--- src/rtl/hazard_pkg.sv ---
// Shared types for the hazard control unit: FSM states, hazard-class encodings and the r0 constant.
// The hazard classes are also what the optional HAZARD_PERF_EN counters key on.
package hazard_pkg;

   typedef enum logic [1:0] {RUN, MEMWAIT, HALT} hz_state_t;

   typedef enum logic [2:0] {
      HZ_NONE,
      HZ_LOADUSE,
      HZ_FLUSH,
      HZ_FREEZE,
      HZ_HALT
   } hz_class_t;

   localparam int REG_ZERO = 0;

   function automatic logic counts_as_stall(hz_class_t c);
      return (c == HZ_LOADUSE) || (c == HZ_FREEZE);
   endfunction

endpackage

--- src/rtl/hazard_control_unit_if.sv ---
// Hazard inputs and pipeline enables between the 5-stage core and its hazard control unit.
// HAZARD_PERF_EN adds the stallcycles/flushcount performance outputs.
interface hazard_control_unit_if #(
   parameter int REGADDR_W = 4
`ifdef HAZARD_PERF_EN
   , parameter int PERF_W = 16
`endif
);

   logic                 idexmemread;
   logic [REGADDR_W-1:0] idexregrd;
   logic [REGADDR_W-1:0] ifidregrs;
   logic [REGADDR_W-1:0] ifidregrt;
   logic                 branchtaken;
   logic                 memreq;
   logic                 memready;
   logic                 pcwrite;
   logic                 ifidwrite;
   logic                 ifidflush;
   logic                 idexwrite;
   logic                 idexflush;
   logic                 exmemwrite;
   logic                 memwbbubble;
   logic                 memerror;
`ifdef HAZARD_PERF_EN
   logic [PERF_W-1:0]    stallcycles;
   logic [PERF_W-1:0]    flushcount;
`endif

   modport master (
      output idexmemread, idexregrd, ifidregrs, ifidregrt, branchtaken, memreq, memready,
      input  pcwrite, ifidwrite, ifidflush, idexwrite, idexflush, exmemwrite, memwbbubble, memerror
`ifdef HAZARD_PERF_EN
      , input stallcycles, flushcount
`endif
   );

   modport slave (
      input  idexmemread, idexregrd, ifidregrs, ifidregrt, branchtaken, memreq, memready,
      output pcwrite, ifidwrite, ifidflush, idexwrite, idexflush, exmemwrite, memwbbubble, memerror
`ifdef HAZARD_PERF_EN
      , output stallcycles, flushcount
`endif
   );

endinterface

--- src/rtl/hazard_perf_ctr.sv ---
// Saturating event counter with synchronous clear; clear wins over increment.
module hazard_perf_ctr #(
   parameter int W = 16
) (
   input  logic         clk,
   input  logic         clr,
   input  logic         inc,
   output logic [W-1:0] count
);

   always_ff @(posedge clk) begin
      if (clr) begin
         count <= '0;
      end else if (inc && (count != {W{1'b1}})) begin
         count <= count + 1'b1;
      end
   end

endmodule

--- src/rtl/hazard_control_unit.sv ---
// Stall/flush/freeze sequencing for the 5-stage pipeline with a bounded data-memory wait FSM.
// Optional build macro HAZARD_PERF_EN adds saturating stall-cycle and flush counters.
module hazard_control_unit
   import hazard_pkg::*;
#(
   parameter int REGADDR_W   = 4,
   parameter int MEM_TIMEOUT = 64
`ifdef HAZARD_PERF_EN
   , parameter int PERF_W    = 16
`endif
) (
   input logic               clk,
   input logic               rst,
   hazard_control_unit_if.slave hz
);

   localparam int WAIT_W = $clog2(MEM_TIMEOUT + 1);
   localparam logic [WAIT_W-1:0] WAIT_LAST = WAIT_W'(MEM_TIMEOUT - 1);

   hz_state_t         state;
   logic [WAIT_W-1:0] waitcnt;
   hz_class_t         hz_class;
   logic              freeze;
   logic              loaduse;

   assign freeze  = hz.memreq & ~hz.memready;
   assign loaduse = hz.idexmemread
                  & (hz.idexregrd != REGADDR_W'(REG_ZERO))
                  & ((hz.idexregrd == hz.ifidregrs) | (hz.idexregrd == hz.ifidregrt));

   // One winning hazard class per cycle; the if-chain order is the priority order.
   always_comb begin
      hz_class = HZ_NONE;
      if (rst) begin
         hz_class = HZ_NONE;
      end else if (state == HALT) begin
         hz_class = HZ_HALT;
      end else if (freeze) begin
         hz_class = HZ_FREEZE;
      end else if (hz.branchtaken) begin
         hz_class = HZ_FLUSH;
      end else if (loaduse) begin
         hz_class = HZ_LOADUSE;
      end
   end

   always_comb begin
      hz.pcwrite     = 1'b1;
      hz.ifidwrite   = 1'b1;
      hz.ifidflush   = 1'b0;
      hz.idexwrite   = 1'b1;
      hz.idexflush   = 1'b0;
      hz.exmemwrite  = 1'b1;
      hz.memwbbubble = 1'b0;
      hz.memerror    = 1'b0;
      case (hz_class)
         HZ_HALT: begin
            hz.pcwrite     = 1'b0;
            hz.ifidwrite   = 1'b0;
            hz.idexwrite   = 1'b0;
            hz.exmemwrite  = 1'b0;
            hz.memwbbubble = 1'b1;
            hz.memerror    = 1'b1;
         end
         HZ_FREEZE: begin
            hz.pcwrite     = 1'b0;
            hz.ifidwrite   = 1'b0;
            hz.idexwrite   = 1'b0;
            hz.exmemwrite  = 1'b0;
            hz.memwbbubble = 1'b1;
         end
         HZ_FLUSH: begin
            hz.ifidflush = 1'b1;
            hz.idexflush = 1'b1;
         end
         HZ_LOADUSE: begin
            hz.pcwrite   = 1'b0;
            hz.ifidwrite = 1'b0;
            hz.idexflush = 1'b1;
         end
         default: ;
      endcase
   end

   // waitcnt counts consecutive not-ready cycles, including the one that entered MEMWAIT.
   always_ff @(posedge clk) begin
      if (rst) begin
         state   <= RUN;
         waitcnt <= '0;
      end else begin
         case (state)
            RUN: begin
               if (freeze) begin
                  state   <= MEMWAIT;
                  waitcnt <= WAIT_W'(1);
               end
            end
            MEMWAIT: begin
               if (!hz.memreq || hz.memready) begin
                  state   <= RUN;
                  waitcnt <= '0;
               end else if (waitcnt == WAIT_LAST) begin
                  state <= HALT;
               end else begin
                  waitcnt <= waitcnt + 1'b1;
               end
            end
            HALT: state <= HALT;
            default: begin
               state   <= RUN;
               waitcnt <= '0;
            end
         endcase
      end
   end

`ifdef HAZARD_PERF_EN
   logic [PERF_W-1:0] stall_count;
   logic [PERF_W-1:0] flush_count;

   hazard_perf_ctr #(.W(PERF_W)) u_stall_ctr (
      .clk   (clk),
      .clr   (rst),
      .inc   (counts_as_stall(hz_class)),
      .count (stall_count)
   );

   hazard_perf_ctr #(.W(PERF_W)) u_flush_ctr (
      .clk   (clk),
      .clr   (rst),
      .inc   (hz_class == HZ_FLUSH),
      .count (flush_count)
   );

   assign hz.stallcycles = stall_count;
   assign hz.flushcount  = flush_count;
`endif

endmodule

--- src/flat_wrapper.sv ---
// flat-port wrapper written by rule: the top's interface ports become plain ports
module hazard_control_unit_flat import hazard_pkg::*;
#(
   parameter int REGADDR_W   = 4,
   parameter int MEM_TIMEOUT = 64

)
  (clk, rst, hz_idexmemread, hz_idexregrd, hz_ifidregrs, hz_ifidregrt, hz_branchtaken, hz_memreq, hz_memready, hz_pcwrite, hz_ifidwrite, hz_ifidflush, hz_idexwrite, hz_idexflush, hz_exmemwrite, hz_memwbbubble, hz_memerror);
  hazard_control_unit_if #(.REGADDR_W(REGADDR_W)) hz_i ();
  input logic clk;
  input logic rst;
  input wire logic [$bits(hz_i.idexmemread)-1:0] hz_idexmemread;
  input wire logic [$bits(hz_i.idexregrd)-1:0] hz_idexregrd;
  input wire logic [$bits(hz_i.ifidregrs)-1:0] hz_ifidregrs;
  input wire logic [$bits(hz_i.ifidregrt)-1:0] hz_ifidregrt;
  input wire logic [$bits(hz_i.branchtaken)-1:0] hz_branchtaken;
  input wire logic [$bits(hz_i.memreq)-1:0] hz_memreq;
  input wire logic [$bits(hz_i.memready)-1:0] hz_memready;
  output wire logic [$bits(hz_i.pcwrite)-1:0] hz_pcwrite;
  output wire logic [$bits(hz_i.ifidwrite)-1:0] hz_ifidwrite;
  output wire logic [$bits(hz_i.ifidflush)-1:0] hz_ifidflush;
  output wire logic [$bits(hz_i.idexwrite)-1:0] hz_idexwrite;
  output wire logic [$bits(hz_i.idexflush)-1:0] hz_idexflush;
  output wire logic [$bits(hz_i.exmemwrite)-1:0] hz_exmemwrite;
  output wire logic [$bits(hz_i.memwbbubble)-1:0] hz_memwbbubble;
  output wire logic [$bits(hz_i.memerror)-1:0] hz_memerror;
  assign hz_i.idexmemread = hz_idexmemread;
  assign hz_i.idexregrd = hz_idexregrd;
  assign hz_i.ifidregrs = hz_ifidregrs;
  assign hz_i.ifidregrt = hz_ifidregrt;
  assign hz_i.branchtaken = hz_branchtaken;
  assign hz_i.memreq = hz_memreq;
  assign hz_i.memready = hz_memready;
  assign hz_pcwrite = hz_i.pcwrite;
  assign hz_ifidwrite = hz_i.ifidwrite;
  assign hz_ifidflush = hz_i.ifidflush;
  assign hz_idexwrite = hz_i.idexwrite;
  assign hz_idexflush = hz_i.idexflush;
  assign hz_exmemwrite = hz_i.exmemwrite;
  assign hz_memwbbubble = hz_i.memwbbubble;
  assign hz_memerror = hz_i.memerror;
  hazard_control_unit #(.REGADDR_W(REGADDR_W), .MEM_TIMEOUT(MEM_TIMEOUT)) u_core (.clk(clk), .rst(rst), .hz(hz_i));
endmodule
--- config.mk ---
export PLATFORM = sky130hd
export DESIGN_NAME = hazard_control_unit_flat
export DESIGN_NICKNAME = d
export VERILOG_FILES = /design/src/rtl/hazard_pkg.sv /design/src/rtl/hazard_control_unit_if.sv /design/src/rtl/hazard_perf_ctr.sv /design/src/rtl/hazard_control_unit.sv /design/src/flat_wrapper.sv
export SDC_FILE = /design/constraint.sdc
export NUM_CORES = 1
export LEC_CHECK = 0
export CAP_MARGIN = 25
export CELL_PAD_IN_SITES_DETAIL_PLACEMENT = 0
export CELL_PAD_IN_SITES_GLOBAL_PLACEMENT = 1
export CORE_UTILIZATION = 34
export CTS_BUF_LIST = sky130_fd_sc_hd__clkbuf_8
export CTS_CLUSTER_SIZE = 28
export DETAILED_ROUTE_END_ITERATION = 16
export PLACE_DENSITY_LB_ADDON = 0.1
export SYNTH_ARGS = -nofsm -noshare
export SYNTH_HDL_FRONTEND = slang
export SYNTH_SLANG_ARGS = --single-unit
--- constraint.sdc ---
create_clock -name clk -period 6.4 [get_ports clk]
set_input_delay 1.92 -clock clk [delete_from_list [all_inputs] [get_ports clk]]
set_output_delay 1.92 -clock clk [all_outputs]
set_load 0.005 [all_outputs]
==> impl_metrics.yaml <==
outcome:
  status: "completed"
routing:
  drtAntennaViolNets: 0
  firstDrtPassIters: 4
  via_count: 731
  routed_wl_um: 1750
  routedWlPerCell_um: 12.9
  via_per_inst: 5.41
  drtIter0Drc: 15
  drc: 0
placed_design:
  dp_hpwl_um: 1340
  placed_cell_area_um2: 942
  dp_cells: 131
  place.gp.congestion: 0.773
  io_buffers: 25
  pre_cts_ws_ns: 0.687
timing:
  worstMarginPinSlew_ns: 0.638
  slew_violations: 0
  rsz0062_at_grt: "false"
  period_needed_ns: 5.72
  fin_skew_ns: 0.00301
  period_share: 0.893
  whs_ns: 0.488
  relSlewSlack: 0.573
  tns_ns: 0
  fmax_mhz: 175
  layout_setup_ws_ns: 0.683
  setup_viol: 0
  hold_viol: 0
clock_network:
  clkLatencyLatePin_ns: 0.24
  cts-buffers-inserted: 3
  tritoncts: "done"
  htreeDepth: 1
  cts_setup_buffers: 0
  cts_repair_resize_count: 0
  clk_pin_slew_worst_paths_ns: 0.05
  clock-root-buffer: "clkbuf_8"
  clockBufferDepth: 2
  clock-sinks: 9
  holdBufCountCts: 0
power:
  vdd_drop_max_mv: 0.124
  p_leak_nw: 0.341
  power_density_nw_per_um2: 160
final_layout:
  final_nets: 130
  nFillCells: 181
  diodes: 0
  design_area_um2: 987
  final_cells: 135
  area_delta_synth_final_pct: 44.8
  final_layout_size_suffix_gt1_frac: 0.100
synth:
  yosysMostFrequentCell: "dfxtp_1"
  synth-compound-area-share: 0.191
  yosys.area_share.xor_xnor: 0.116
  synth_edf_count: 0
  synth-seq-area-share: 0.264
  synth_area_um2: 682
  synth_commonest_cells: "dfxtp_1 (9), xnor2_1 (8), nand3_1 (7)"
  ys_ff_latch: 9
  synthAdderAreaFrac: 0.0183
  synthDistinctLibCells: 36
  synth_ff_type: "dfxtp_1"
  avgSynthCellArea_um2: 8.02
  synth_area_leader_cell: "dfxtp_1"
  synthMuxAreaShare: 0.0440
  yosys.area_share.simple: 0.292
  synth_top_family_by_area: "simple AND/OR/NAND/NOR gates"
  synth_top_area_share: 0.264
  synth_area_leaders: "dfxtp_1 (26%), xnor2_1 (10%), nand3_1 (5.1%)"
  synthArstFlopShare: 0
  yosysWarningCount: 0
  syn_inst: 85
  syn-num-nets: 104
floorplanning:
  die_h_um: 46.8
  die-area_um2: 2190
  placementRows: 15
  core_um2: 1800
  ios: 26
  start_util: 0.378
  die_width_um: 46.8
global_route:
  grt_pass1_vias: 637
  gr-total-overflow: 0
  grt_usage: 0.186
  antenna_found_initial: 0
  grt_max_degree: 11
  grt_pass1_wl_um: 2730
hold_path:
  hp-start: "u_core.waitcnt[6]"
  min_to: "u_core.waitcnt[6]"
  holdPathStages: 1
  min_path_type: "reg2reg"
critical_path:
  r2r_cells: 5
  endpoint_kind: "primary output"
  worstPathMaxFanout: 3
  crit_type: "in2out"
  worst-r2r-setup-slack_ns: 4.88
  crit_arrival_ns: 3.80
  crit_required_ns: 4.48
  r2r-end: "u_core.waitcnt[1]"
  r2r_start: "u_core.waitcnt[0]"
  startpoint_type: "primary input"
job:
  maxCapViolCount: 0
-- stage by stage --
stage               utilization  total power [mW]
floorplan                     -            0.0742
global placement          0.523            0.0923
detailed placement        0.523            0.0926
CTS                       0.548             0.159
global route              0.548             0.166
finish                    0.548             0.158
-- report_power, final --
| group | switching, mW | internal [mW] |
|---|---|---|
| clock | 0.0242 | 0.0419 |
| sequential | 0.00169 | 0.0573 |
| combinational | 0.0128 | 0.0199 |
-- routing by layer --
metal / vias up / routed length, um / GRT usage
met4: 0 / 48 / 0.0857
met5: - / 0 / 0
met2: 23 / 809 / 0.281
met3: 6 / 89 / 0.0692
met1: 339 / 800 / 0.237
li1: 363 / - / -
-- registers in the layout, indices dropped and copies added (netlist names) --
register / flops
u_core.state: 2
u_core.waitcnt: 7
-- kinds of logic after synthesis --
family	Yosys count
xor+xnor	9
fa+ha+maj	1
mux	3
compound gates	19
simple gates	33
flops	9
buf+inv	11
-- critical path, cell delays in order --
cell and delay [ns]:
clkdlybuf4s50_1 0.54, xnor2_1 0.14, nand4_1 0.12, a2111oi_2 0.43
o21a_1 0.16, clkdlybuf4s50_1 0.49
-- cell type report --
cell class | count | area [um^2] | area share
clock buffers | 3 | 41.3 | 0.0418
clock inverters | 1 | 3.75 | 0.00380
inverters | 6 | 22.5 | 0.0228
multi-input cells | 65 | 450 | 0.456
flip-flops and latches | 9 | 180 | 0.183
well taps | 25 | 31.3 | 0.0317
repair buffers | 26 | 258 | 0.261
-- cell usage in the layout (no fill, tap or decap), types with 5 or more instances in the layout --
master	count
xnor2_1	8
o21ai_0	5
nor4_1	5
nand3_1	7
inv_1	6
clkdlybuf4s50_1	25
dfxtp_1	9
nand2_1	5
-- worst max-delay path by stage --
stage / startpoint / slack, ns / endpoint / cells past startpoint
floorplan: hz_idexregrd[0] / 1.61 / hz_pcwrite / 5
global placement: hz_idexregrd[0] / 0.71 / hz_idexflush / 6
detailed placement: hz_idexregrd[2] / 0.69 / hz_idexflush / 6
CTS: hz_idexregrd[1] / 0.68 / hz_idexflush / 6
global route: hz_idexregrd[1] / 0.58 / hz_idexflush / 6
finish: hz_idexregrd[1] / 0.68 / hz_idexflush / 6
Note: power is estimated with default switching activity, not from simulation.
